**src/rtl/dmem_arb_pkg.sv**
```systemverilog
// Shared types and constants for the two-port data memory arbiter.
package dmem_arb_pkg;

  localparam int ADDR_W_DEF = 8;
  localparam int DATA_W_DEF = 32;

  localparam logic REQ_CORE = 1'b0;
  localparam logic REQ_DBG  = 1'b1;

  typedef enum logic [2:0] {
    IDLE      = 3'd0,
    RD_WAIT   = 3'd1,
    RMW_MERGE = 3'd2,
    WR_ACK    = 3'd3,
    ERR_ACK   = 3'd4
  } arb_state_t;

endpackage

```
**src/rtl/dmem_byte_merge.sv**
```systemverilog
// Combinational byte-lane merge: enabled lanes take new_word, the rest keep old_word.
module dmem_byte_merge #(
  parameter int DATA_W = 32
) (
  input  logic [DATA_W-1:0]   old_word,
  input  logic [DATA_W-1:0]   new_word,
  input  logic [DATA_W/8-1:0] be,
  output logic [DATA_W-1:0]   merged
);

  for (genvar i = 0; i < DATA_W/8; i++) begin : g_lane
    assign merged[8*i +: 8] = be[i] ? new_word[8*i +: 8] : old_word[8*i +: 8];
  end

endmodule

```
**src/rtl/dmem_arbiter.sv**
```systemverilog
// Round-robin arbiter giving a core and a debug/loader port shared access to a
// single-port, registered-read data memory. Partial stores become read-modify-write.
module dmem_arbiter
  import dmem_arb_pkg::*;
#(
  parameter int ADDR_W = ADDR_W_DEF,
  parameter int DATA_W = DATA_W_DEF
) (
  input  logic              clk,
  input  logic              rst_n,

  input  logic              req0_valid,
  output logic              req0_ready,
  input  logic              req0_we,
  input  logic [31:0]       req0_addr,
  input  logic [DATA_W-1:0] req0_wdata,
  input  logic [3:0]        req0_be,
  output logic              rsp0_valid,
  output logic [DATA_W-1:0] rsp0_rdata,
  output logic              rsp0_err,

  input  logic              req1_valid,
  output logic              req1_ready,
  input  logic              req1_we,
  input  logic [31:0]       req1_addr,
  input  logic [DATA_W-1:0] req1_wdata,
  input  logic [3:0]        req1_be,
  output logic              rsp1_valid,
  output logic [DATA_W-1:0] rsp1_rdata,
  output logic              rsp1_err,

  output logic [31:0]       mem_address,
  output logic [DATA_W-1:0] mem_write_data,
  output logic              mem_write_enable,
  output logic              mem_read_enable,
  input  logic [DATA_W-1:0] mem_read_data
);

  arb_state_t        state;
  logic              owner;      // requester that issued the operation in flight
  logic              last_gnt;   // requester granted most recently
  logic [ADDR_W-1:0] lat_widx;
  logic [DATA_W-1:0] lat_wdata;
  logic [3:0]        lat_be;

  logic              gnt0, gnt1, acc;
  logic              sel_we;
  logic [31:0]       sel_addr;
  logic [DATA_W-1:0] sel_wdata;
  logic [3:0]        sel_be;
  logic [ADDR_W-1:0] sel_widx;
  logic              sel_in_range;
  logic [DATA_W-1:0] merged;

  // Round-robin grant: a lone requester wins; on contention the one not served last wins.
  assign gnt0 = (state == IDLE) && req0_valid && (!req1_valid || last_gnt == REQ_DBG);
  assign gnt1 = (state == IDLE) && req1_valid && (!req0_valid || last_gnt == REQ_CORE);
  assign acc  = gnt0 || gnt1;

  assign sel_we       = gnt1 ? req1_we    : req0_we;
  assign sel_addr     = gnt1 ? req1_addr  : req0_addr;
  assign sel_wdata    = gnt1 ? req1_wdata : req0_wdata;
  assign sel_be       = gnt1 ? req1_be    : req0_be;
  assign sel_widx     = sel_addr[ADDR_W+1:2];
  assign sel_in_range = (sel_addr >> (ADDR_W + 2)) == 32'd0;

  dmem_byte_merge #(.DATA_W(DATA_W)) u_merge (
    .old_word (mem_read_data),
    .new_word (lat_wdata),
    .be       (lat_be),
    .merged   (merged)
  );

  // Arbitration FSM: latch the accepted request and sequence its memory phases.
  always_ff @(posedge clk) begin
    if (!rst_n) begin
      state     <= IDLE;
      owner     <= REQ_CORE;
      last_gnt  <= REQ_DBG;
      lat_widx  <= '0;
      lat_wdata <= '0;
      lat_be    <= '0;
    end else begin
      case (state)
        IDLE: if (acc) begin
          owner     <= gnt1;
          last_gnt  <= gnt1;
          lat_widx  <= sel_widx;
          lat_wdata <= sel_wdata;
          lat_be    <= sel_be;
          if (!sel_in_range)                          state <= ERR_ACK;
          else if (!sel_we)                           state <= RD_WAIT;
          else if (sel_be == 4'hF || sel_be == 4'h0)  state <= WR_ACK;
          else                                        state <= RMW_MERGE;
        end
        RMW_MERGE: state <= WR_ACK;
        default:   state <= IDLE;
      endcase
    end
  end

  // Memory port and response drive; everything is forced low while reset is held
  // so an abandoned RMW never reaches the memory.
  always_comb begin
    mem_address      = '0;
    mem_write_data   = '0;
    mem_write_enable = 1'b0;
    mem_read_enable  = 1'b0;
    req0_ready       = 1'b0;
    req1_ready       = 1'b0;
    rsp0_valid       = 1'b0;
    rsp0_rdata       = '0;
    rsp0_err         = 1'b0;
    rsp1_valid       = 1'b0;
    rsp1_rdata       = '0;
    rsp1_err         = 1'b0;
    if (rst_n) begin
      req0_ready = gnt0;
      req1_ready = gnt1;
      case (state)
        IDLE: if (acc && sel_in_range) begin
          if (!sel_we) begin
            mem_read_enable = 1'b1;
            mem_address     = {{(32-ADDR_W){1'b0}}, sel_widx};
          end else if (sel_be == 4'hF) begin
            mem_write_enable = 1'b1;
            mem_address      = {{(32-ADDR_W){1'b0}}, sel_widx};
            mem_write_data   = sel_wdata;
          end else if (sel_be != 4'h0) begin
            mem_read_enable = 1'b1;
            mem_address     = {{(32-ADDR_W){1'b0}}, sel_widx};
          end
        end
        RMW_MERGE: begin
          mem_write_enable = 1'b1;
          mem_address      = {{(32-ADDR_W){1'b0}}, lat_widx};
          mem_write_data   = merged;
        end
        RD_WAIT: begin
          if (owner == REQ_DBG) begin
            rsp1_valid = 1'b1;
            rsp1_rdata = mem_read_data;
          end else begin
            rsp0_valid = 1'b1;
            rsp0_rdata = mem_read_data;
          end
        end
        WR_ACK: begin
          if (owner == REQ_DBG) rsp1_valid = 1'b1;
          else                  rsp0_valid = 1'b1;
        end
        ERR_ACK: begin
          if (owner == REQ_DBG) begin
            rsp1_valid = 1'b1;
            rsp1_err   = 1'b1;
          end else begin
            rsp0_valid = 1'b1;
            rsp0_err   = 1'b1;
          end
        end
        default: ;
      endcase
    end
  end

endmodule
```
**config.mk**
```make
export PLATFORM = sky130hd
export DESIGN_NAME = dmem_arbiter
export DESIGN_NICKNAME = d
export VERILOG_FILES = /design/src/rtl/dmem_arb_pkg.sv /design/src/rtl/dmem_byte_merge.sv /design/src/rtl/dmem_arbiter.sv
export SDC_FILE = /design/constraint.sdc
export NUM_CORES = 1
export LEC_CHECK = 0
export CORE_AREA = 4 4 118 120
export DETAILED_ROUTE_END_ITERATION = 8
export DIE_AREA = 0 0 122 124
export GPL_TIMING_DRIVEN = 0
export PLACE_DENSITY = 0.77
export SLEW_MARGIN = 0
export SYNTH_ARGS = -nofsm -noshare
export SYNTH_HDL_FRONTEND = slang
export SYNTH_SLANG_ARGS = --single-unit
```
**constraint.sdc**
```tcl
create_clock -name clk -period 4.7 [get_ports clk]
set_clock_uncertainty 0.1 [all_clocks]
set_input_delay 1.41 -clock clk [delete_from_list [all_inputs] [get_ports clk]]
set_output_delay 1.41 -clock clk [all_outputs]
set_load 0.05 [all_outputs]
```
# Yosys cells after proc, flatten, opt, wreduce, memory -nomap -nowiden
# Cells that the tools add are included.
# totals
regBits,49
in_bits,174
output_inout_bits,136
word_cells,83
# op_classes
eq_ne,6
n_mux,53
n_bitwise,1
reduce_logical,17
# ops
operator,count
$mux W32,12
$mux W8,9
$pmux W32 S2,1
$logic_not A32 Y1,1
$mux W1,24
$pmux W8 S2,1
$eq A3 B2 Y1 const B,2
$mux W3,2
$pmux W3 S2,1
$logic_and A1 B1 Y1,5
$eq A4 B4 Y1 const B,1
$logic_not A4 Y1,1
$logic_or A1 B1 Y1,4
$mux W4,1
$reduce_bool A4 Y1,1
$eq A3 B1 Y1 const B,1
$eq A3 B3 Y1 const B,1
$logic_not A3 Y1,1
$reduce_or A3 Y1,1
$logic_not A1 Y1,2
$mux W2,1
$ne A2 B2 Y1 const B,1
$pmux W1 S2,1
$reduce_and A2 Y1,1
$not A1 Y1,1

# Logic depth before layout (Yosys ltp)
# depth
ltp_word,11
ltp_mapped,6
ltp_nobuf,5

# Modules after synthesis
# Synthesis repeated with hierarchy kept, for this count alone.
# unflattened
hier_cells,535
hier_area_um2,4408.0
# modules_own_cells
module,instances,cells_each,area_per_inst_um2,seq_area_each_um2
dmem_arbiter,1,499,3882.5,980.9
dmem_byte_merge,1,36,525.5,0.0

# Worst setup path before layout
# OpenSTA, ideal clock, no wires.
# synth_path
kind,input to output
start,in req1_valid
end,out mem_read_enable
arrival_time_ns,4.002
path_slack_ns,-0.812
path_stages,5
path_buffers,1
path_cell_list,or4b_4 > a21oi_4 > buf_12 > a211oi_1 > nor4b_1
# synth_between
elab_chain_len,10
word_cells_on_any_way,19
# synth_lines
item,line_no,text
"start, declared",dmem_arbiter.sv:22,"input logic req1_valid,"
$logic_and A1 B1 Y1 (2 in a row),dmem_arbiter.sv:57,assign gnt1 = (state == IDLE) && req1_valid && (!req0_valid || last_gnt == REQ_CORE);
$mux W4,dmem_arbiter.sv:63,assign sel_be = gnt1 ? req1_be : req0_be;
$reduce_bool A4 Y1,dmem_arbiter.sv:129,end else if (sel_be != 4'h0) begin
$mux W1,dmem_arbiter.sv:129,
$mux W1,dmem_arbiter.sv:125,end else if (sel_be == 4'hF) begin
$mux W1,dmem_arbiter.sv:122,if (!sel_we) begin
$mux W1 *,dmem_arbiter.sv:121,IDLE: if (acc && sel_in_range) begin
$mux W1 *,dmem_arbiter.sv:120,case (state)
$mux W1 *,dmem_arbiter.sv:117,if (rst_n) begin
"end, declared",dmem_arbiter.sv:35,"output logic mem_read_enable,"
# Mark *: on every way between the ends. The rest lies on a longest branch, timed or not.

# Worst setup path in the final report
# layout_path
start,in rst_n
end,out mem_write_data[19]
# layout_between
elab_chain_len,1
# layout_lines
item,line_no,text
"start, declared",dmem_arbiter.sv:10,"input logic rst_n,"
$mux W32,dmem_arbiter.sv:117,
"end, declared",dmem_arbiter.sv:33,"output logic [DATA_W-1:0] mem_write_data,"
# No other way between the ends.

==> summary.md <==
| Metric | Value |
|---|---|
| DP Wirelength | `14600 um` |
| Crit-path max FO | `6` |
| Detailed Routing Iterations Pass 1 | `6` |
| Post-synth cell types | `45` |
| Synthesis-to-layout area growth | `88.3%` |
| Residual DRC count | `0` |
| Endpoints failing setup | `0` |
| Post-synth design cell area | `0.00418 mm2` |
| Maximum clock path buffer count | `2` |
| Clock buffer count from CTS | `5` |
| Crit Path Category | `primary input to output pin` |
| Fraction of the mapped netlist area in adder cells | `0` |
| Critical Path AT | `3170 ps` |
| Die width | `122 um` |
| Most common cell after layout, fill and taps aside | `clkdlybuf4s50_1` |
| Max VDD drop | `0.000121 V` |
| Worst rel slew slack | `0.478` |
| Placement Setup Slack | `-1530 ps` |
| Startpoint Class | `primary input` |
| Post-synthesis async set-or-reset flop share | `0` |
| Initial Util | `0.322` |
| Tmin final | `4680 ps` |
| Worst-path clk slew | `70 ps` |
| Wire length per cell | `18.4 um` |
| Maximum number of pins on one net before global-route repair | `15` |
| Family with the most delay on the worst path | `simple AND/OR/NAND/NOR gates` |
| Clk_lat worst skew | `280 ps` |
| Sum Neg Setup Slack | `0 ps` |
| Layout cell share with drive strength beyond 1 | `0.265` |
| Clock root buffer | `clkbuf_16` |
| Most frequent cells in the layout | `clkdlybuf4s50_1, nand2_1, nor2_1` |
| Ys Warns | `0` |
| Pwr/cell area | `180 mW/mm2` |
| First-pass GRT wire length | `28600 um` |
| Hold_buf cts | `0` |
| Buf+Inv Stages, Crit Path | `4` |
| Die outline area | `0.0151 mm2` |
| Hold WC Path Type | `flip-flop to flip-flop` |
| Synth Area in Compound Gates | `0.237` |
| Max_cap viols | `0` |
| Sequential share of the synthesized area | `0.235` |
| TritonCTS clock tree | `done` |
| Utilization after layout | `0.606` |
| CTS H-tree depth | `2` |
| Total gr overflow | `0` |
| Simple logic cell fraction of the synthesized area | `0.342` |
| Worst EP required | `3190 ps` |
| Die height | `124 um` |
| Status | `completed` |
| Fin crit share | `0.995` |
| Reg-to-Reg Start | `state[2]` |
| RePlAce Congestion | `0.822` |
| Nets | `1059` |
| Largest stage delay on the critical path | `460 ps` |
| HP Start | `lat_wdata[21]` |
| RSZ-0062 raised after global routing | `yes` |
| Cells after Synth | `543` |
| Leak Pwr | `3.44 nW` |
| Main synth FF type | `dfxtp_1` |
| Mux cell area share after synthesis | `0.0791` |
| Row count | `42` |
| Main combinational cell family by area after synthesis | `simple AND/OR/NAND/NOR gates` |
| DR vias/cell | `5.03` |
| Initial antenna violation count | `2` |
| Max Freq | `214 MHz` |
| Starting DRT DRC Count | `322` |
| Post-route ant nets | `0` |
| Core area | `0.0130 mm2` |
| CTS Sinks | `49` |
| Io pins | `310` |
| CP max-delay cell | `or3_4` |
| Slew at the pin closest to its max-slew limit | `783 ps` |
| #FFs+latches synth | `49` |
| Avg Cell Area, Syn | `7.69 um2` |
| WL final | `19600 um` |
| Final setup margin | `22.9 ps` |
| # port buffers | `281` |
| Number of synthesized flops with an enable pin | `0` |
| Final Hold Vio Count | `0` |
| Pins Over Slew Limit | `0` |
| CP Capture Type | `output pin` |
| Number of global-route vias before repair | `5351` |
| Via count | `5352` |
| Cell Chain, Critical Path | `clkbuf_4 -> nor3b_4 -> o211ai_2 -> or3_4 -> nor2_4 -> buf_12 -> clkbuf_16 -> a221o_1 -> buf_6` |
| XOR/XNOR Fraction of Synth Area | `0` |
| CP startpoint | `rst_n` |
| Tot GR Track Use | `0.242` |
-- registers in the layout, summed over array words and instances, names as in the netlist --
signal	flops
lat_be	4
owner	1
lat_wdata	32
last_gnt	1
lat_widx	8
state	3
-- area by class of cell --
type                       instances  area (um2)
fill                            1223        5120
multi-input combinational        446        3000
timing repair buffer             312        2970
sequential                        49         981
buffer                            68         502
tap                              176         220
clock buffer                       7         143
clock inverter                     1        30.0
inverter                           3        11.3
antenna                            1        2.50
-- Yosys cell counts, drive strengths merged, types with 3 or more instances --
cell | count | share of area
a221o | 40 | 0.096
a311oi | 44 | 0.11
and2 | 73 | 0.11
buf | 40 | 0.078
clkbuf | 28 | 0.025
dfxtp | 49 | 0.23
inv | 3 | 0.0027
mux2i | 33 | 0.079
nand2 | 95 | 0.085
nand4 | 3 | 0.0045
nor2 | 86 | 0.079
nor3 | 9 | 0.013
nor4 | 13 | 0.021
-- power breakdown --
part           switching (mW)  internal, mW  leakage [nW]
clock network           0.164         0.267        0.0841
logic                   0.259         0.239          2.94
registers              0.0250         0.460         0.407
total                   0.449         0.965          3.44
-- logic make-up (layout without fill, tap and decap cells) --
family | Yosys count | in the layout
flops | 49 | 49
buf+inv | 71 | 391
compound gates | 96 | 96
simple gates | 293 | 293
other cells | 1 | 25
mux | 33 | 33
-- per-stage QoR --
step | power [mW] | cells | hold slack [ps] | cell area [um2]
after floorplan | 0.756 | 566 | 376 | 4280
after global placement | 0.977 | 1023 | 387 | 7310
after detailed placement | 0.984 | 1023 | 393 | 7310
after CTS | 1.41 | 1057 | 402 | 7890
after global routing | 1.48 | 1063 | 412 | 7860
final | 1.41 | 1063 | 400 | 7860
-- metal layers --
layer / share of wire / vias to the layer above / GRT usage
met3: 0.090 / 20 / 0.0627
met2: 0.51 / 250 / 0.446
met1: 0.39 / 2482 / 0.281
li1: - / 2598 / -
met5: 0.00066 / - / 0
met4: 0.013 / 2 / 0.0511
-- what timing repair did --
item                       4_1_cts  5_1_grt
setup buffers                   21        7
pin swaps                       33       22
resized for setup              510      133
cloned                           5        1
setup endpoints to repair      109      104
-- path summary, 6_finish.rpt --
| kind | to | depth (start not counted) | slack, ps |
|---|---|---|---|
| worst max register to register | lat_wdata[16] | 6 | 2200 |
| worst max-delay path | mem_write_data[19] | 9 | 20 |
| worst min register to register | lat_wdata[21] | 2 | 400 |
| worst min-delay path | lat_wdata[21] | 2 | 400 |
-- worst reg2reg max path: cells and delay by family (launching register included) --
kind	cells	cell delay [ps]
buf+inv	3	1210
flops	1	450
simple gates	1	320
compound gates	2	280
No activity file was read; power rests on OpenSTA's default activity.
==> RTL edit 1, RTL diff (config.mk and constraints unchanged) <==
Set the package constant `ADDR_W_DEF` to 9 (it was 8).
--- a/src/rtl/dmem_arb_pkg.sv
+++ b/src/rtl/dmem_arb_pkg.sv
@@ -1,7 +1,7 @@
 // Shared types and constants for the two-port data memory arbiter.
 package dmem_arb_pkg;
 
-  localparam int ADDR_W_DEF = 8;
+  localparam int ADDR_W_DEF = 9;
   localparam int DATA_W_DEF = 32;
 
   localparam logic REQ_CORE = 1'b0;
Check against the original RTL: not equivalent (a bounded check fails within 4 cycles, from zero or initial values and one cycle with rst_n low).
==> RTL edit 1 against the unedited design <==
Wire length is 0.24% lower; cell area rose by 5.0%; synthesized area grew 5.2%; count of clock-buffer cells in the layout fell by 1; sequential cell count grew 1; power grew 9.8%; worst setup slack got worse by 43 ps; register-to-register slack better by 290 ps; global-route usage rose by 0.35 points; the run now ends with negative setup slack left; synthesized cell count shrank 5.5%.
==> RTL edit 1: results (changes against the unedited design) <==
run_status:
  status: "finished with violations"  # was complete, no violations
  violations: "negative setup slack"
global_routing:
  grt_pass1_vias: 5461  # was 5,351
  antenna_found_initial: 0  # was 2
  grt_util_all_layers_pct: 24.5  # was 24.2%
  grt_max_degree: 20  # was 15
placed_design:
  io_buffers: 282  # was 281
  gp_routability_congestion: 0.866  # was 0.822
  dp_hpwl_um: 15000  # was 14,600 um
worst_hold_path:
  min_from: "last_gnt"  # was lat_wdata[21]
synth:
  synth_compound_area_share_pct: 19.9  # was 23.7%
  synth.area.mux_share_pct: 27.4  # was 7.91%
  synth_seq_area_share_pct: 22.8  # was 23.5%
  yosys-top-cells-area: "mux2i_1 (27%), dfxtp_1 (23%), and2_1 (9.3%), o22ai_2 (8.3%), a211oi_1 (7.7%)"  # was dfxtp_1 (23%), and2_1 (11%), a221o_1 (9.6%), nand2_1 (8.5%), mux2i_1 (7.9%)
  yosysUniqueCellTypes: 36  # was 45
  synthTopCellsByCount: "mux2i_1 (119), and2_1 (65), nor2_1 (57)"  # was nand2_1 (95), nor2_1 (85), and2_1 (73)
setup_path:
  cp-startpoint: "req0_addr[12]"  # was rst_n
  arrival_ps: 3210  # was 3170 ps
  slowest_delay_ps: 540  # was 460 ps
cells_and_area:
  num-fill-cells: 1092  # was 1,223
  nets: 1007  # was 1,059
  drive_gt1_share_pct: 27.9  # was 26.5%
  antennaDiodeCount: 0  # was 1
sta:
  tightest_slew_ps: 779  # was 783 ps
  setup_ws_ps: -20.3  # was 22.9 ps
  fin_tns_setup_ps: -148  # was 0 ps
  setup_viol: 15  # was 0
cts:
  cts_resized: 555  # was 510
  post-cts-setup-buffer-count: 8  # was 21
  clkTransAtPathRegs_ps: 70  # about the same
routing:
  dr_total_vias: 5144  # was 5,352
  first_iter_violations: 315  # was 322
  wl_per_cell_um: 19.3  # was 18.4 um
power_and_ir_drop:
  vdd_ir_drop_max_mv: 0.147  # was 0.121 mV
-- RTL edit 1: through the flow --
stage          area [sq um]  hold slack (ps)  std cells
2_1_floorplan          4490              371        535
3_5_place_dp           7540              399        993
6_report               8250              439       1010
3_3_place_gp           7540              389        993
4_1_cts                8060              424       1010
5_1_grt                8250              466       1010
-- RTL edit 1: final cells by class --
cell class | count | area (sq um) | share of cell area, %
buffer | 65 | 410 | 4.97
inverter | 4 | 15.0 | 0.182
sequential | 50 | 1000 | 12.1
timing repair buffer | 292 | 3010 | 36.5
clock buffer | 6 | 139 | 1.68
tap | 176 | 220 | 2.67
clock inverter | 2 | 60.1 | 0.728
multi-input combinational | 415 | 3400 | 41.2
-- RTL edit 1: routing by layer --
metal / GRT usage (%) / vias to the layer above / wire (um)
met2: 44.1 / 236 / 9790
met5: 0 / - / 0
li1: - / 2462 / -
met3: 6.49 / 35 / 1600
met4: 6.44 / 0 / 365
met1: 28.9 / 2411 / 7750
-- RTL edit 1: path summary, 6_finish.rpt --
check	end	slack, ps	cells after the start
worst min-delay path	last_gnt	440	2
worst min register to register	last_gnt	440	2
worst max-delay path	mem_write_data[22]	-20	9
worst max register to register	lat_wdata[11]	2490	5
-- RTL edit 1: power breakdown --
part           leakage, uW  switching [uW]  total (uW)  internal (uW)
Clock            0.0000971             170         490            320
Combinational      0.00311             293         564            271
Sequential        0.000415            27.6         498            470
Total              0.00362             491        1550           1060
-- RTL edit 1: critical path, delay by kind of cell --
| family | cells | cell delay, ps |
|---|---|---|
| AO/OA/AOI/OAI | 3 | 510 |
| AND/OR/NAND/NOR | 2 | 700 |
| buffers and inverters | 4 | 580 |
-- RTL edit 1: cell families after synthesis --
family / count (synthesis)
multiplexers: 120
flip-flops: 50
other: 1
AO/OA/AOI/OAI: 98
buffers and inverters: 70
AND/OR/NAND/NOR: 174
==> RTL edit 2, RTL diff (same settings) <==
Without the edit above. Make the reset (`rst_n`) asynchronous in one clocked block.
--- a/src/rtl/dmem_arbiter.sv
+++ b/src/rtl/dmem_arbiter.sv
@@ -72,7 +72,7 @@
   );
 
   // Arbitration FSM: latch the accepted request and sequence its memory phases.
-  always_ff @(posedge clk) begin
+  always_ff @(posedge clk or negedge rst_n) begin
     if (!rst_n) begin
       state     <= IDLE;
       owner     <= REQ_CORE;
Formal check against the unedited RTL: same outputs for any inputs over 4 cycles, from zero or initial values and one cycle with rst_n low; that may be too few to reach the edited logic, so the function may still have changed.
==> RTL edit 2 against the unedited design <==
Largest power group unchanged; count of clock-buffer cells in the layout grew 1; sequential cell count is the same; cell area shrank 4.5%; synthesized area shrank 8.1%; critical endpoint unchanged; wire length shrank 9.7%; non-clock buffer count shrank 25; largest cell class unchanged; power grew 7.7%; clock power shrank 18%; worst setup slack lost 3.0 ps.
==> RTL edit 2: results (changes against the unedited design) <==
cts:
  cts_resized: 751  # was 510
  post-cts-setup-buffer-count: 12  # was 21
routing:
  wl_met3_um: 1220  # was 1750 um
  wl_um: 17700  # was 19,600 um
  wl_per_cell_um: 18.4  # about the same
  vias_per_cell: 4.85  # was 5.03
  wl_met2_um: 9260  # was 10,000 um
  top_layer: "met4"  # was met5
placed_design:
  gp_routability_congestion: 0.811  # was 0.822
  place_area_sq_mm: 0.00698  # was 0.00731 sq mm
  dp_hpwl_um: 13400  # was 14,600 um
  placed_cells: 934  # was 1,023
cells_and_area:
  bufAreaShareNonClock_pct: 41.0  # was 44.2%
  multi_input_area_sq_mm: 0.00284  # was 0.00300 sq mm
  clock_buffers: 8  # was 7
  antennaDiodeCount: 0  # was 1
  multi_input_gates: 370  # was 446
  nets: 956  # was 1,059
  seq_area_sq_mm: 0.00123  # was 981 sq um
  drive_gt1_share_pct: 32.4  # was 26.5%
  clkCellAreaFrac_pct: 1.82  # was 2.20%
  inv_count: 1  # was 3
  num-fill-cells: 1194  # was 1,223
synth:
  synth.area.mux_share_pct: 21.2  # was 7.91%
  synth_compound_area_share_pct: 14.4  # was 23.7%
  yosysUniqueCellTypes: 32  # was 45
  synth_seq_area_share_pct: 32.0  # was 23.5%
  synth-async-reset-ratio_pct: 100  # was 0%
  yosys-top-cells-area: "dfrtp_1 (31%), mux2i_1 (21%), and2_1 (10%), nand2_1 (6.5%), buf_4 (5.3%)"  # was dfxtp_1 (23%), and2_1 (11%), a221o_1 (9.6%), nand2_1 (8.5%), mux2i_1 (7.9%)
  synthTopCellsByCount: "mux2i_1 (79), nand2_1 (66), and2_1 (64)"  # was nand2_1 (95), nor2_1 (85), and2_1 (73)
global_routing:
  grt_use_met2_pct: 41.9  # was 44.6%
  grt_pass1_vias: 4881  # was 5,351
  grt_max_degree: 28  # was 15
  grt_util_all_layers_pct: 21.9  # was 24.2%
  grt_util_met1_pct: 25.5  # was 28.1%
  grtUsageMet3_pct: 4.41  # was 6.27%
  grt_pass1_wl_um: 26000  # was 28,600 um
setup_path:
  cp_max_fo: 5  # was 6
  r2r-start: "state[1]"  # was state[2]
sta:
  hold_ws_ps: 379  # was 400 ps
  tightest_slew_ps: 771  # was 783 ps
power_and_ir_drop:
  vdd_ir_drop_max_mv: 0.156  # was 0.121 mV
  power.leakage_uw: 0.00363  # was 0.00344 uW
  pg_seq_uw: 560  # was 485 uW
  pwr-share-clk_pct: 23.2  # was 30.5%
run_status:
  status: "complete, no violations"  # unchanged
worst_hold_path:
  min_from: "lat_wdata[0]"  # was lat_wdata[21]
[RTL edit 2: per-stage QoR]
stage                     setup slack [ps]  utilization [%]  total power [uW]
after floorplan                       -111                -               873
after global placement               -3780             53.6              1100
after detailed placement             -1810             53.8              1130
after CTS                             1.41             56.5              1510
after global routing                 -59.0             57.8              1600
final                                 19.9             57.8              1520
[RTL edit 2: logic make-up (layout without fill, tap and decap cells)]
kind of cell           Yosys count  after routing
AOI/OAI and AO/OA               95             95
DFF                             49             49
other                            1             24
buffers and inverters           57            364
muxes                           81             81
and+or+nand+nor                170            170
[RTL edit 2: how the worst max path moves through the flow]
stage,slack [ps],from,end,depth (start not counted)
after floorplan,-110,req0_addr[10],mem_write_data[10],6
after global placement,-3780,rst_n,rsp0_rdata[26],6
after detailed placement,-1810,rst_n,rsp1_rdata[22],7
after CTS,1,req0_addr[20],mem_write_data[9],8
after global routing,-60,req0_addr[28],mem_address[6],8
final,20,req0_addr[22],mem_write_data[19],9
